--- config.mk ---
export PLATFORM = sky130hd
export DESIGN_NAME = counter_sequencer
export DESIGN_NICKNAME = d
export VERILOG_FILES = /design/src/rtl/counter_seq_pkg.sv /design/src/rtl/counter_sequencer.sv
export SDC_FILE = /design/constraint.sdc
export NUM_CORES = 1
export LEC_CHECK = 0
export ABC_AREA = 1
export CAP_MARGIN = 20
export CORE_MARGIN = 5
export CORE_UTILIZATION = 25
export CTS_CLUSTER_SIZE = 30
export DETAILED_ROUTE_END_ITERATION = 10
export SYNTH_ARGS = -nofsm -noshare
export SYNTH_HDL_FRONTEND = slang
export SYNTH_SLANG_ARGS = --single-unit
--- constraint.sdc ---
create_clock -name clk_i -period 1.65 [get_ports clk_i]
set_input_delay 0.33 -clock clk_i [delete_from_list [all_inputs] [get_ports clk_i]]
set_output_delay 0.33 -clock clk_i [all_outputs]
set_load 0.02 [all_outputs]
--- src/rtl/counter_seq_pkg.sv ---
// Shared types and defaults for the counter sequencer.
// Latency: n/a (declarations only).
// Backpressure: n/a.
package counter_seq_pkg;

  localparam int DEFAULT_WIDTH   = 4;
  localparam int DEFAULT_TIMEOUT = 32;

  typedef enum logic [1:0] {
    ST_IDLE = 2'd0,
    ST_LOAD = 2'd1,
    ST_RUN  = 2'd2,
    ST_RESP = 2'd3
  } state_t;

  // 8-bit increment that sticks at 255 instead of wrapping.
  function automatic logic [7:0] sat_inc8(input logic [7:0] v);
    return (v == 8'hFF) ? v : v + 8'd1;
  endfunction

endpackage

--- src/rtl/counter_sequencer.sv ---
// Sequences one job on an external counter: load config, pulse reset, run until done/timeout/abort, report.
// Latency: accept -> LOAD (1 cycle) -> RUN (1..TIMEOUT cycles) -> RESP; response is held until consumed.
// Backpressure: cmd_ready_o only in IDLE; RESP holds all rsp_* stable until rsp_ready_i.
module counter_sequencer
  import counter_seq_pkg::*;
#(
  parameter int WIDTH   = DEFAULT_WIDTH,
  parameter int TIMEOUT = DEFAULT_TIMEOUT
) (
  input  logic             clk_i,
  input  logic             reset_i,
  input  logic             cmd_valid_i,
  output logic             cmd_ready_o,
  input  logic [WIDTH-1:0] cmd_init_i,
  input  logic [WIDTH-1:0] cmd_inc_i,
  input  logic [WIDTH-1:0] cmd_target_i,
  input  logic             abort_i,
  output logic             counter_reset_o,
  output logic             counter_enable_o,
  output logic [WIDTH-1:0] counter_init_o,
  output logic [WIDTH-1:0] counter_inc_o,
  output logic [WIDTH-1:0] counter_target_o,
  input  logic [WIDTH-1:0] counter_value_i,
  input  logic             counter_done_i,
  output logic             rsp_valid_o,
  input  logic             rsp_ready_i,
  output logic [WIDTH-1:0] rsp_value_o,
  output logic [7:0]       rsp_cycles_o,
  output logic             rsp_timeout_o,
  output logic             rsp_abort_o
);

  // RUN cycle count seen on the cycle that must give up (count is pre-increment).
  localparam logic [7:0] LP_LAST_CYCLE = 8'(TIMEOUT - 1);

  state_t           r_state;
  state_t           w_next_state;
  logic             w_accept;
  logic             w_exit_abort;
  logic             w_exit_done;
  logic             w_exit_timeout;
  logic             w_exit;

  logic [WIDTH-1:0] r_init;
  logic [WIDTH-1:0] r_inc;
  logic [WIDTH-1:0] r_target;
  logic [WIDTH-1:0] r_value;
  logic [7:0]       r_cycles;
  logic             r_timeout;
  logic             r_abort;

  // State register; reset returns to IDLE without waiting for a clock edge.
  always_ff @(posedge clk_i or posedge reset_i) begin
    if (reset_i) begin
      r_state <= ST_IDLE;
    end else begin
      r_state <= w_next_state;
    end
  end

  // Next-state and state-decoded outputs; abort beats done, done beats timeout.
  always_comb begin
    w_next_state     = r_state;
    w_accept         = 1'b0;
    w_exit_abort     = 1'b0;
    w_exit_done      = 1'b0;
    w_exit_timeout   = 1'b0;
    cmd_ready_o      = 1'b0;
    counter_reset_o  = 1'b0;
    counter_enable_o = 1'b0;
    rsp_valid_o      = 1'b0;
    case (r_state)
      ST_IDLE: begin
        cmd_ready_o = 1'b1;
        if (cmd_valid_i) begin
          w_accept     = 1'b1;
          w_next_state = ST_LOAD;
        end
      end
      ST_LOAD: begin
        counter_reset_o = 1'b1;
        if (abort_i) begin
          w_exit_abort = 1'b1;
          w_next_state = ST_RESP;
        end else begin
          w_next_state = ST_RUN;
        end
      end
      ST_RUN: begin
        counter_enable_o = 1'b1;
        if (abort_i) begin
          w_exit_abort = 1'b1;
        end else if (counter_done_i) begin
          w_exit_done = 1'b1;
        end else if (r_cycles == LP_LAST_CYCLE) begin
          w_exit_timeout = 1'b1;
        end
        if (w_exit_abort || w_exit_done || w_exit_timeout) begin
          w_next_state = ST_RESP;
        end
      end
      ST_RESP: begin
        rsp_valid_o = 1'b1;
        if (rsp_ready_i) begin
          w_next_state = ST_IDLE;
        end
      end
      default: begin
        w_next_state = ST_IDLE;
      end
    endcase
  end

  assign w_exit = w_exit_abort | w_exit_done | w_exit_timeout;

  // Job config, RUN cycle count and latched result; result only changes on a RUN/LOAD exit.
  always_ff @(posedge clk_i or posedge reset_i) begin
    if (reset_i) begin
      r_init    <= '0;
      r_inc     <= '0;
      r_target  <= '0;
      r_value   <= '0;
      r_cycles  <= '0;
      r_timeout <= 1'b0;
      r_abort   <= 1'b0;
    end else begin
      if (w_accept) begin
        r_init   <= cmd_init_i;
        r_inc    <= cmd_inc_i;
        r_target <= cmd_target_i;
        r_cycles <= '0;
      end
      if (r_state == ST_RUN) begin
        r_cycles <= sat_inc8(r_cycles);
      end
      if (w_exit) begin
        r_value   <= counter_value_i;
        r_timeout <= w_exit_timeout;
        r_abort   <= w_exit_abort;
      end
    end
  end

  assign counter_init_o   = r_init;
  assign counter_inc_o    = r_inc;
  assign counter_target_o = r_target;
  assign rsp_value_o      = r_value;
  assign rsp_cycles_o     = r_cycles;
  assign rsp_timeout_o    = r_timeout;
  assign rsp_abort_o      = r_abort;

endmodule

==> summary by stage <==
STA
Subtracting the final worst setup slack from the clock period gives 1584 ps. The worst hold slack is 413.9 ps. Setup violations remaining at the end of the flow were counted as 0. After routing, the total negative slack on setup checks comes to 0 ps. Setup repair after global routing left no endpoint under its margin.

The total count of hold-check failures in the final report is 0. The final max-slew violation count is 0. Based on the critical path, the design can be clocked at up to 0.6313 GHz. The period utilization is 96.00%. The clock arrives with 2.331 ps of skew. The worst pin sits at a relative slew slack of 75.01%. For the pin with the worst max-slew slack, the measured transition is 374.4 ps.

Floorplan
The die boundary width is 85.80 um. The area enclosed by the die boundary is 7362 sq um. The initialized floorplan defines 27 standard-cell rows. The core region is 5540 sq um.

For this configuration, the core starts out at a cell density of 25.93%. The floorplan step set the die height to 85.80 um. 52 I/O pins were placed.

Route
For this block, the initial DRC count from the detailed router was 55. Dividing the detail-routed wire length by the instance count gives 11.53 um. The number of vias in the routed layout is 1,298. The number of antenna-violating nets in the routed design is 0. The overall routed net length is 3610 um. In the routed layout, each cell is associated on average with a via count of 4.147. The first-pass iteration count of the detailed router is 4. The post-route DRC violation count is 0.

Pwr
The switching share of power is 42.95%. Summed over all nets, the switching power comes to 0.001617 W. The leakage dissipation is 1.213 nW. Across the VDD grid, the largest voltage drop is 655.3 uV. The share of total power dissipated in the clock network is 14.5%. The combinational group share of total power is 53.8%. Internal power comes to 0.002148 W. For this design the ratio of total power to cell area is 1745 nW/um^2.

Registers are responsible for 31.8% of the overall power.

Synth
For this run, the register share of the synthesized area comes to 48.78%. Counting flops with a built-in enable in the synthesized netlist gives 0. The yosys synthesis warning count is 0.

The most used flip-flop cell after synthesis is sky130_fd_sc_hd__dfrtp_1. The synthesized netlist cell count is 181. The synthesized netlist occupies a cell area of 1436 sq um. For this run, asynchronously set or reset flops after synthesis account for 100.0%.

The number of register bits inferred by synthesis is 28. The unique cell type count in the Yosys netlist is 22. When the netlist entered floorplanning its net count stood at 208.

A synthesized cell averages 7.936 sq um.

Finish
In the final layout, the share of cells above drive strength 1 is 10.37%. In the final design database the tool counted 269 nets. Summing all multi-input logic gate instances after layout gives 651.9 sq um. The library cell used most frequently in the layout, excluding fill and tap cells, is sky130_fd_sc_hd__nand2_1. The fill cell total of the finished layout is 587. In the final layout, flip-flops and latches occupy 700.7 sq um. In the layout the commonest cells are sky130_fd_sc_hd__nand2_1, sky130_fd_sc_hd__clkdlybuf4s50_1, sky130_fd_sc_hd__dfrtp_1, sky130_fd_sc_hd__inv_1, sky130_fd_sc_hd__nand3_1.

The area growth from synthesis to layout is 50.17%. The number of antenna diodes is 0.

Critical path
The critical path goes through ha_1 -> dlygate4sd2_1. The largest single stage delay on the critical path is 430 ps. Data arrives at the worst endpoint at 1250 ps.

The critical path data required time is 1320 ps. For this design, the slowest cell found on the critical path is sky130_fd_sc_hd__dfrtp_1. The path type of the worst setup path is flip-flop to output pin.

The maximum fanout encountered on the critical timing path is 4. The element type at the critical path start is a flip-flop. The worst setup path is captured at an output pin.

Clocking
The clock sink count is 28. At the later pin of the worst-skew pair, clock insertion delay measures 270 ps. The CTS tree is done.

The clock passes through at most 2 buffers. The tree is rooted in a sky130_fd_sc_hd__clkbuf_8. The number of H-tree levels is 1.

In this run, CTS created clock tree buffers numbering 3. After clock tree synthesis, the clock-pin slew on the worst setup and hold paths is 100 ps.

Placed design
The HPWL after detailed placement is 2757 um. The quantity of I/O buffers inserted on ports is 51. At the end of routability-driven placement, the weighted congestion stood at 0.8326.

Flow run
The max-capacitance violation count is 0.

Global route
The aggregate global routing overflow is 0. The first global-routing pass estimated 6320 um of wire. Global routing used 10.72% of the available tracks. The number of antenna violations at the first check in global routing was 0. The largest net degree at the start of global routing is 29. The number of global-route vias before repair is 1,372.

Worst hold path
The min-delay analysis places its worst path in the category input port to asynchronous set/reset pin.

Status
The run finished with clean final reports.
## layout make-up
type,instances,share of cell area (%)
clock buffers,3,1.914
well taps,72,4.176
repair buffers,59,26.51
flip-flops and latches,28,32.48
multi-input cells,131,30.22
clock inverters,1,1.392
inverters,19,3.306
## logic make-up (layout without fill, tap and decap cells)
kind of cell / Yosys count / in the layout / synth area share, %
compound gates: 11 / 11 / 5.489
buf+inv: 22 / 82 / 6.011
simple gates: 114 / 114 / 34.76
xor+xnor: 1 / 1 / 0.6099
flops: 28 / 28 / 48.78
fa+ha+maj: 5 / 5 / 4.355
## flip-flops by register name (all words and copies together), names as in the netlist
| signal | flops |
|---|---|
| rsp_abort_o | 1 |
| counter_init_o | 4 |
| counter_target_o | 4 |
| rsp_cycles_o | 8 |
| counter_inc_o | 4 |
| r_state | 2 |
| rsp_timeout_o | 1 |
| rsp_value_o | 4 |
## critical path: cells and delay by family (launching register included)
family | cells | cell delay, ps
adder cells (fa/ha/maj) | 1 | 230
flip-flops | 1 | 430
buffers and inverters | 1 | 320
## synth_stat cells (2+ instances only)
cell type                   n  area (sq um)
sky130_fd_sc_hd__clkbuf_1   2         7.510
sky130_fd_sc_hd__dfrtp_1   28         700.7
sky130_fd_sc_hd__ha_1       5         62.56
sky130_fd_sc_hd__inv_1     19         71.32
sky130_fd_sc_hd__nand2_1   80         300.3
sky130_fd_sc_hd__nand3_1   16         80.08
sky130_fd_sc_hd__nand4_1    2         12.51
sky130_fd_sc_hd__nor2_1    11         41.29
sky130_fd_sc_hd__o21ai_0    3         15.01
sky130_fd_sc_hd__o21ai_1    2         10.01
sky130_fd_sc_hd__o21ai_2    2         17.52
## repair_timing
action,4_1_cts,5_1_grt
endpoints found under the setup margin,15,18
gates resized for setup,18,14
hold buffers,0,0
setup buffers,1,2
## power groups by stage
stage	registers [W]	logic [W]	clock network, W
after floorplan	0.00150	0.000883	0
after global placement	0.00121	0.00204	0
after detailed placement	0.00122	0.00208	0
after CTS	0.00121	0.00204	0.000569
after global routing	0.00126	0.00225	0.000606
final	0.00120	0.00202	0.000545
## worst paths after layout
path	start	depth (start not counted)	to	slack, ps
setup reg to reg	r_state[0]	9	rsp_value_o[3]	150
min in group clk_i	counter_init_o[2]	2	counter_init_o[2]	490
hold / removal	reset_i	3	rsp_value_o[0]	410
setup / recovery	r_state[0]	2	rsp_valid_o	70
hold reg to reg	counter_init_o[2]	2	counter_init_o[2]	490
max in group asynchronous	reset_i	3	rsp_cycles_o[4]	970
## layer usage
layer | track usage (%) | vias up | share of wire, %
li1 | - | 686 | -
met3 | 2.978 | 5 | 5.7
met2 | 17.73 | 31 | 48
met5 | 0 | - | 0
met4 | 3.597 | 0 | 1.2
met1 | 13.45 | 576 | 45
## stage by stage
stage               util [%]  total power, W  instances  cell area [sq um]  setup slack [ps]
floorplan                  -        0.002387        181               1436             147.1
global placement       37.17        0.003259        306               2059             26.22
detailed placement     37.17        0.003298        306               2059            -28.90
CTS                    38.48        0.003820        311               2132             19.50
global route           38.93        0.004113        313               2157           0.06484
finish                 38.93        0.003765        313               2157             65.92
No activity file was read; power rests on OpenSTA's default activity.
